File: src/rtl/pc_sequencer.sv
// Fetch-stage PC sequencer: prioritised next-PC selection, IF/ID and ID/EX
// stall/flush generation, and redirect buffering across multi-cycle imem waits.
module pc_sequencer #(
    parameter logic [31:0] RESET_PC    = 32'h0000_0000,
    parameter logic [31:0] EXC_VECTOR  = 32'h0000_0080,
    parameter int          BOOT_CYCLES = 2
) (
    input  logic        clk,
    input  logic        rst_n,
    input  logic        i_imem_ready,
    input  logic        i_load_use,
    input  logic        i_exception,
    input  logic        i_jr,
    input  logic [31:0] i_jr_target,
    input  logic        i_branch_taken,
    input  logic [31:0] i_branch_target,
    input  logic        i_jump,
    input  logic [31:0] i_jump_target,
    output logic [31:0] o_pc,
    output logic        o_pc_valid,
    output logic [31:0] o_epc,
    output logic        o_stall_if_id,
    output logic        o_flush_if_id,
    output logic        o_flush_id_ex
);

    localparam int              BC_W      = (BOOT_CYCLES > 1) ? $clog2(BOOT_CYCLES) : 1;
    localparam logic [BC_W-1:0] BOOT_LAST = BC_W'(BOOT_CYCLES - 1);

    typedef enum logic [1:0] {
        S_BOOT,
        S_FETCH,
        S_WAIT
    } state_t;

    state_t          r_state, w_state_next;
    logic [31:0]     r_pc, w_pc_next;
    logic [31:0]     r_epc, w_epc_next;
    logic [BC_W-1:0] r_boot_cnt, w_boot_cnt_next;
    logic            r_pend_vld, w_pend_vld_next;
    logic [31:0]     r_pend_tgt, w_pend_tgt_next;

    logic            w_redirect;
    logic [31:0]     w_target;
    logic [31:0]     w_pc_inc;

    assign w_redirect = i_jr | i_branch_taken | i_jump;
    assign w_pc_inc   = r_pc + 32'd4;

    always_comb begin
        w_target = i_jump_target;
        if (i_jr)
            w_target = i_jr_target;
        else if (i_branch_taken)
            w_target = i_branch_target;
    end

    always_ff @(posedge clk or negedge rst_n) begin
        if (!rst_n) begin
            r_state    <= S_BOOT;
            r_pc       <= RESET_PC;
            r_epc      <= 32'h0;
            r_boot_cnt <= '0;
            r_pend_vld <= 1'b0;
            r_pend_tgt <= 32'h0;
        end else begin
            r_state    <= w_state_next;
            r_pc       <= w_pc_next;
            r_epc      <= w_epc_next;
            r_boot_cnt <= w_boot_cnt_next;
            r_pend_vld <= w_pend_vld_next;
            r_pend_tgt <= w_pend_tgt_next;
        end
    end

    always_comb begin
        w_state_next    = r_state;
        w_pc_next       = r_pc;
        w_epc_next      = r_epc;
        w_boot_cnt_next = r_boot_cnt;
        w_pend_vld_next = r_pend_vld;
        w_pend_tgt_next = r_pend_tgt;
        o_stall_if_id   = 1'b0;
        o_flush_if_id   = 1'b0;
        o_flush_id_ex   = 1'b0;

        unique case (r_state)
            S_BOOT: begin
                w_boot_cnt_next = r_boot_cnt + 1'b1;
                if (r_boot_cnt == BOOT_LAST)
                    w_state_next = S_FETCH;
            end

            S_FETCH: begin
                if (i_exception) begin
                    w_epc_next    = r_pc;
                    w_pc_next     = EXC_VECTOR;
                    o_flush_if_id = 1'b1;
                    o_flush_id_ex = 1'b1;
                end else if (i_load_use) begin
                    // ID will re-present any redirect once the hazard clears
                    o_stall_if_id = 1'b1;
                    o_flush_id_ex = 1'b1;
                end else if (w_redirect && i_imem_ready) begin
                    w_pc_next     = w_target;
                    o_flush_if_id = 1'b1;
                end else if (w_redirect) begin
                    w_pend_tgt_next = w_target;
                    w_pend_vld_next = 1'b1;
                    o_flush_if_id   = 1'b1;
                    w_state_next    = S_WAIT;
                end else if (i_imem_ready) begin
                    w_pc_next = w_pc_inc;
                end else begin
                    o_flush_if_id = 1'b1;
                    w_state_next  = S_WAIT;
                end
            end

            S_WAIT: begin
                if (i_exception) begin
                    w_epc_next      = r_pc;
                    w_pc_next       = EXC_VECTOR;
                    w_pend_vld_next = 1'b0;
                    o_flush_if_id   = 1'b1;
                    o_flush_id_ex   = 1'b1;
                    w_state_next    = S_FETCH;
                end else if (i_load_use) begin
                    // the returned word is discarded; the same pc is fetched again
                    o_stall_if_id = 1'b1;
                    o_flush_id_ex = 1'b1;
                end else if (i_imem_ready && r_pend_vld) begin
                    w_pc_next       = r_pend_tgt;
                    w_pend_vld_next = 1'b0;
                    o_flush_if_id   = 1'b1;
                    w_state_next    = S_FETCH;
                end else if (i_imem_ready && w_redirect) begin
                    w_pc_next     = w_target;
                    o_flush_if_id = 1'b1;
                    w_state_next  = S_FETCH;
                end else if (i_imem_ready) begin
                    w_pc_next    = w_pc_inc;
                    w_state_next = S_FETCH;
                end else begin
                    o_flush_if_id = 1'b1;
                    if (w_redirect && !r_pend_vld) begin
                        w_pend_tgt_next = w_target;
                        w_pend_vld_next = 1'b1;
                    end
                end
            end

            default: w_state_next = S_BOOT;
        endcase
    end

    assign o_pc       = r_pc;
    assign o_epc      = r_epc;
    assign o_pc_valid = (r_state != S_BOOT);

endmodule

File: config.mk
export PLATFORM = sky130hd
export DESIGN_NAME = pc_sequencer
export DESIGN_NICKNAME = d
export VERILOG_FILES = /design/src/rtl/pc_sequencer.sv
export SDC_FILE = /design/constraint.sdc
export NUM_CORES = 1
export LEC_CHECK = 0
export BUFFER_PORTS_ARGS = -buffer_cell sky130_fd_sc_hd__buf_4
export CAP_MARGIN = 20
export CORE_MARGIN = 5
export CORE_UTILIZATION = 25
export CTS_BUF_LIST = sky130_fd_sc_hd__clkbuf_4 sky130_fd_sc_hd__clkbuf_8
export CTS_CLUSTER_DIAMETER = 60
export DETAILED_ROUTE_END_ITERATION = 12
export GPL_ROUTABILITY_DRIVEN = 0
export PLACE_DENSITY = 0.5
export REMOVE_ABC_BUFFERS = 1
export SLEW_MARGIN = 30
export SYNTH_ARGS = -nofsm -noshare
export SYNTH_HDL_FRONTEND = slang
export SYNTH_SLANG_ARGS = --single-unit
File: constraint.sdc
create_clock -name clk -period 2.9 [get_ports clk]
set_input_delay 0.58 -clock clk [delete_from_list [all_inputs] [get_ports clk]]
set_output_delay 0.58 -clock clk [all_outputs]
set_load 0.02 [all_outputs]
==> impl_results.md <==
* Final non-filler cell area at 0.00782 sq mm
* Tmin final at 2.51 ns
* Die Wd at 164 um
* Die area at 0.0269 sq mm
* Final Max Tran Viols at 0
* Pleak at 3.60 nW
* Initial Util at 25.3%
* R2r setup slk at 0.44 ns
* DR iter-0 viols at 352
* Initial antenna violation count at 0
* # DRC at 0
* Yosys reg bits at 100
* Detailed Place HPWL at 14.5 mm
* FF/Latch Area at 0.00250 sq mm
* Main flop type after synthesis: dfrtp_1
* CTS Hold Buffers Added at 0
* Tot Pwr at 7.50 mW
* Vias in the first global route at 5459
* Critical Path RT at 2.32 ns
* Final core occ at 33.4%
* Layout area overhead at 32.0%
* Row count at 56
* Total number of vias at 5290
* H-tree depth at 3
* Synth async-reset ratio at 100%
* Finish-stage setup viols at 0
* Hold crit path type: input port to asynchronous set/reset pin
* Outcome: completed
* FF-to-FF End: o_pc[15]
* Core Area at 0.0234 sq mm
* Multi-input logic area at 0.00315 sq mm
* Postcts setup bufs at 0
* PwrDens at 959 mW/mm^2
* Reg2reg path depth at 8
* Post_cts resized at 0
* Largest net degree at the start of global routing at 72
* Post-Route WL at 19.6 mm
* GRT overflow at 0
* Worst-Margin Slew at 0.699 ns
* I/O Pins at 172
* FF-to-FF Start: r_state[1]
* First-pass GRT wire length at 30.6 mm
* Clk root buf: clkbuf_8
* Total Nets Final at 864
* Worst setup EP type: primary output
* Drt wl/cell at 18.1 um
* Synth Instances at 593
* # diodes at 0
* CTS tree: yes
* Critical path class: register to primary output
* CTS Buffer Depth at 2
* Max-capacitance violation count at 0
* Fillers at 2488
* Arrival @ worst endpoint at 1.93 ns
* GRT Total Usage at 14.6%
* Synth Cell Area at 0.00593 sq mm
* Pre-CTS WS at 0.331 ns
* ANT nets after route at 0
* Drt first pass iters at 5
* Die Y at 164 um
* Yosys top cell by area: dfrtp_1
* Highest Clock Rate at 399 MHz
* RSZ-0062 raised after global routing: false
* Synth unique cells at 72
* Worst skew pair latency at 0.40 ns
* Top-area cell type share of the netlist area at 42.2%
* Worst-path clk slew at 0.11 ns
* Share of cells above drive strength 1 at 34.7%
* Number of enable flip-flop cells after synthesis at 0
* Final Worst Setup Slack at 0.392 ns
* Slew HR at 53.2%
* Yosys warnings at 0
* Layout Skew at 0.0166 ns
* Tcrit/Tclk final at 86.5%
* CP startpoint kind: register
* IO buf count at 171
* Area contributors post-synth: dfrtp_1 (42%), mux2i_1 (7.3%), mux2_2 (6.5%), mux2_1 (4.0%), o21ai_0 (4.0%)
* Register area share after synthesis at 42.2%
* Inserted Clock Buffers at 9
* Hold Vio Cnt, Final at 0
* Via-to-Cell Ratio at 4.90
* Syn avg cell area at 10.0 sq um
* Placed cell areas at 0.00762 sq mm
* Clock sink count at 100
* Worst vdd ir at 0.000299 V
* Worst-path fanout max at 9
==> per-stage QoR <==
| stage | TNS, ns | std cells | hold WS [ns] |
|---|---|---|---|
| floorplan | -2.07 | 551 | 0.284 |
| global placement | 0 | 1064 | 0.455 |
| detailed placement | 0 | 1064 | 0.462 |
| finish | 0 | 1080 | 0.114 |
| CTS | 0 | 1080 | 0.115 |
| global route | 0 | 1080 | 0.132 |
==> worst max path at each step <==
stage / slack [ns] / end / startpoint / cells after the start
2_1_floorplan: -0.12 / r_pend_tgt[2] / i_branch_taken / 5
3_3_place_gp: 0.41 / o_pc[26] / i_branch_taken / 6
3_5_place_dp: 0.33 / o_pc[30] / i_branch_taken / 6
4_1_cts: 0.35 / o_flush_if_id / r_state[0] / 7
5_1_grt: 0.22 / o_pc[26] / r_state[1] / 7
6_report: 0.39 / o_flush_if_id / r_state[0] / 7
==> cells in the mapped netlist (all sizes together), types with 4 or more instances <==
master and number:
dfrtp 100, nand2 58, mux2 55, o21ai 48
mux2i 43, nor2 31, a21oi 28, clkbuf 23
inv 20, buf 19, nand4 16, nand3 13
o221ai 8, nor3 7, o31ai 7, or3 7
a31oi 6, a32oi 6, nor4 6, xor2 6
a21o 5, a211o 4, a221oi 4, ha 4
o21a 4, o221a 4, o22a 4, o22ai 4
o31a 4
==> registers in the layout, indices dropped and copies added (netlist names) <==
name	cells
r_pend_vld	1
r_boot_cnt	1
o_pc	32
r_pend_tgt	32
o_epc	32
r_state	2
==> logic make-up after synthesis <==
group                    count (synthesis)  synth area share (%)
AO/OA/AOI/OAI                          164                  20.0
AND/OR/NAND/NOR                        157                  13.3
flip-flops                             100                  42.2
multiplexers                            98                  17.7
buffers and inverters                   62                  4.77
XOR/XNOR                                 8                  1.18
adder cells (fa/ha/maj)                  4                 0.844
==> where the power goes <==
part	total, mW	internal, mW	switching [mW]	leakage (nW)
Sequential	2.60	2.02	0.579	1.27
Combinational	3.93	1.77	2.16	2.22
Clock	0.968	0.436	0.532	0.107
Total	7.50	4.23	3.27	3.60
==> final cells by class <==
cell class / count / share of cell area [%]
clock buffer: 11 / 1.86
clock inverter: 5 / 0.784
inverter: 20 / 0.960
multi-input combinational: 431 / 40.2
sequential: 100 / 32.0
tap: 319 / 5.10
timing repair buffer: 194 / 19.1
==> metal layers <==
| metal | global-route usage, % | wire length (um) | vias to the layer above |
|---|---|---|---|
| met4 | 2.55 | 147 | 0 |
| met1 | 19.5 | 8720 | 2569 |
| met2 | 23.9 | 9280 | 167 |
| li1 | - | - | 2540 |
| met3 | 4.07 | 1430 | 14 |
| met5 | 0 | 0 | - |
==> critical path, cell delays in order (launching register included) <==
cell and delay (ns):
dfrtp_1 0.39, inv_1 0.10, ha_1 0.35, nand3_1 0.15
a31oi_1 0.22, nor2_1 0.06, nor2_1 0.11, buf_4 0.15
==> cells in the final DEF (no fill, tap or decap), drive strengths merged, types with 7 or more instances in the layout <==
cell type | Yosys | final
buf | 19 | 194
dfrtp | 100 | 100
nand2 | 58 | 58
mux2 | 55 | 55
o21ai | 48 | 48
mux2i | 43 | 43
nor2 | 31 | 31
a21oi | 28 | 28
inv | 20 | 20
nand4 | 16 | 16
nand3 | 13 | 13
clkbuf | 23 | 11
o221ai | 8 | 8
nor3 | 7 | 7
or3 | 7 | 7
o31ai | 7 | 7
Note: power is estimated with default switching activity, not from simulation.
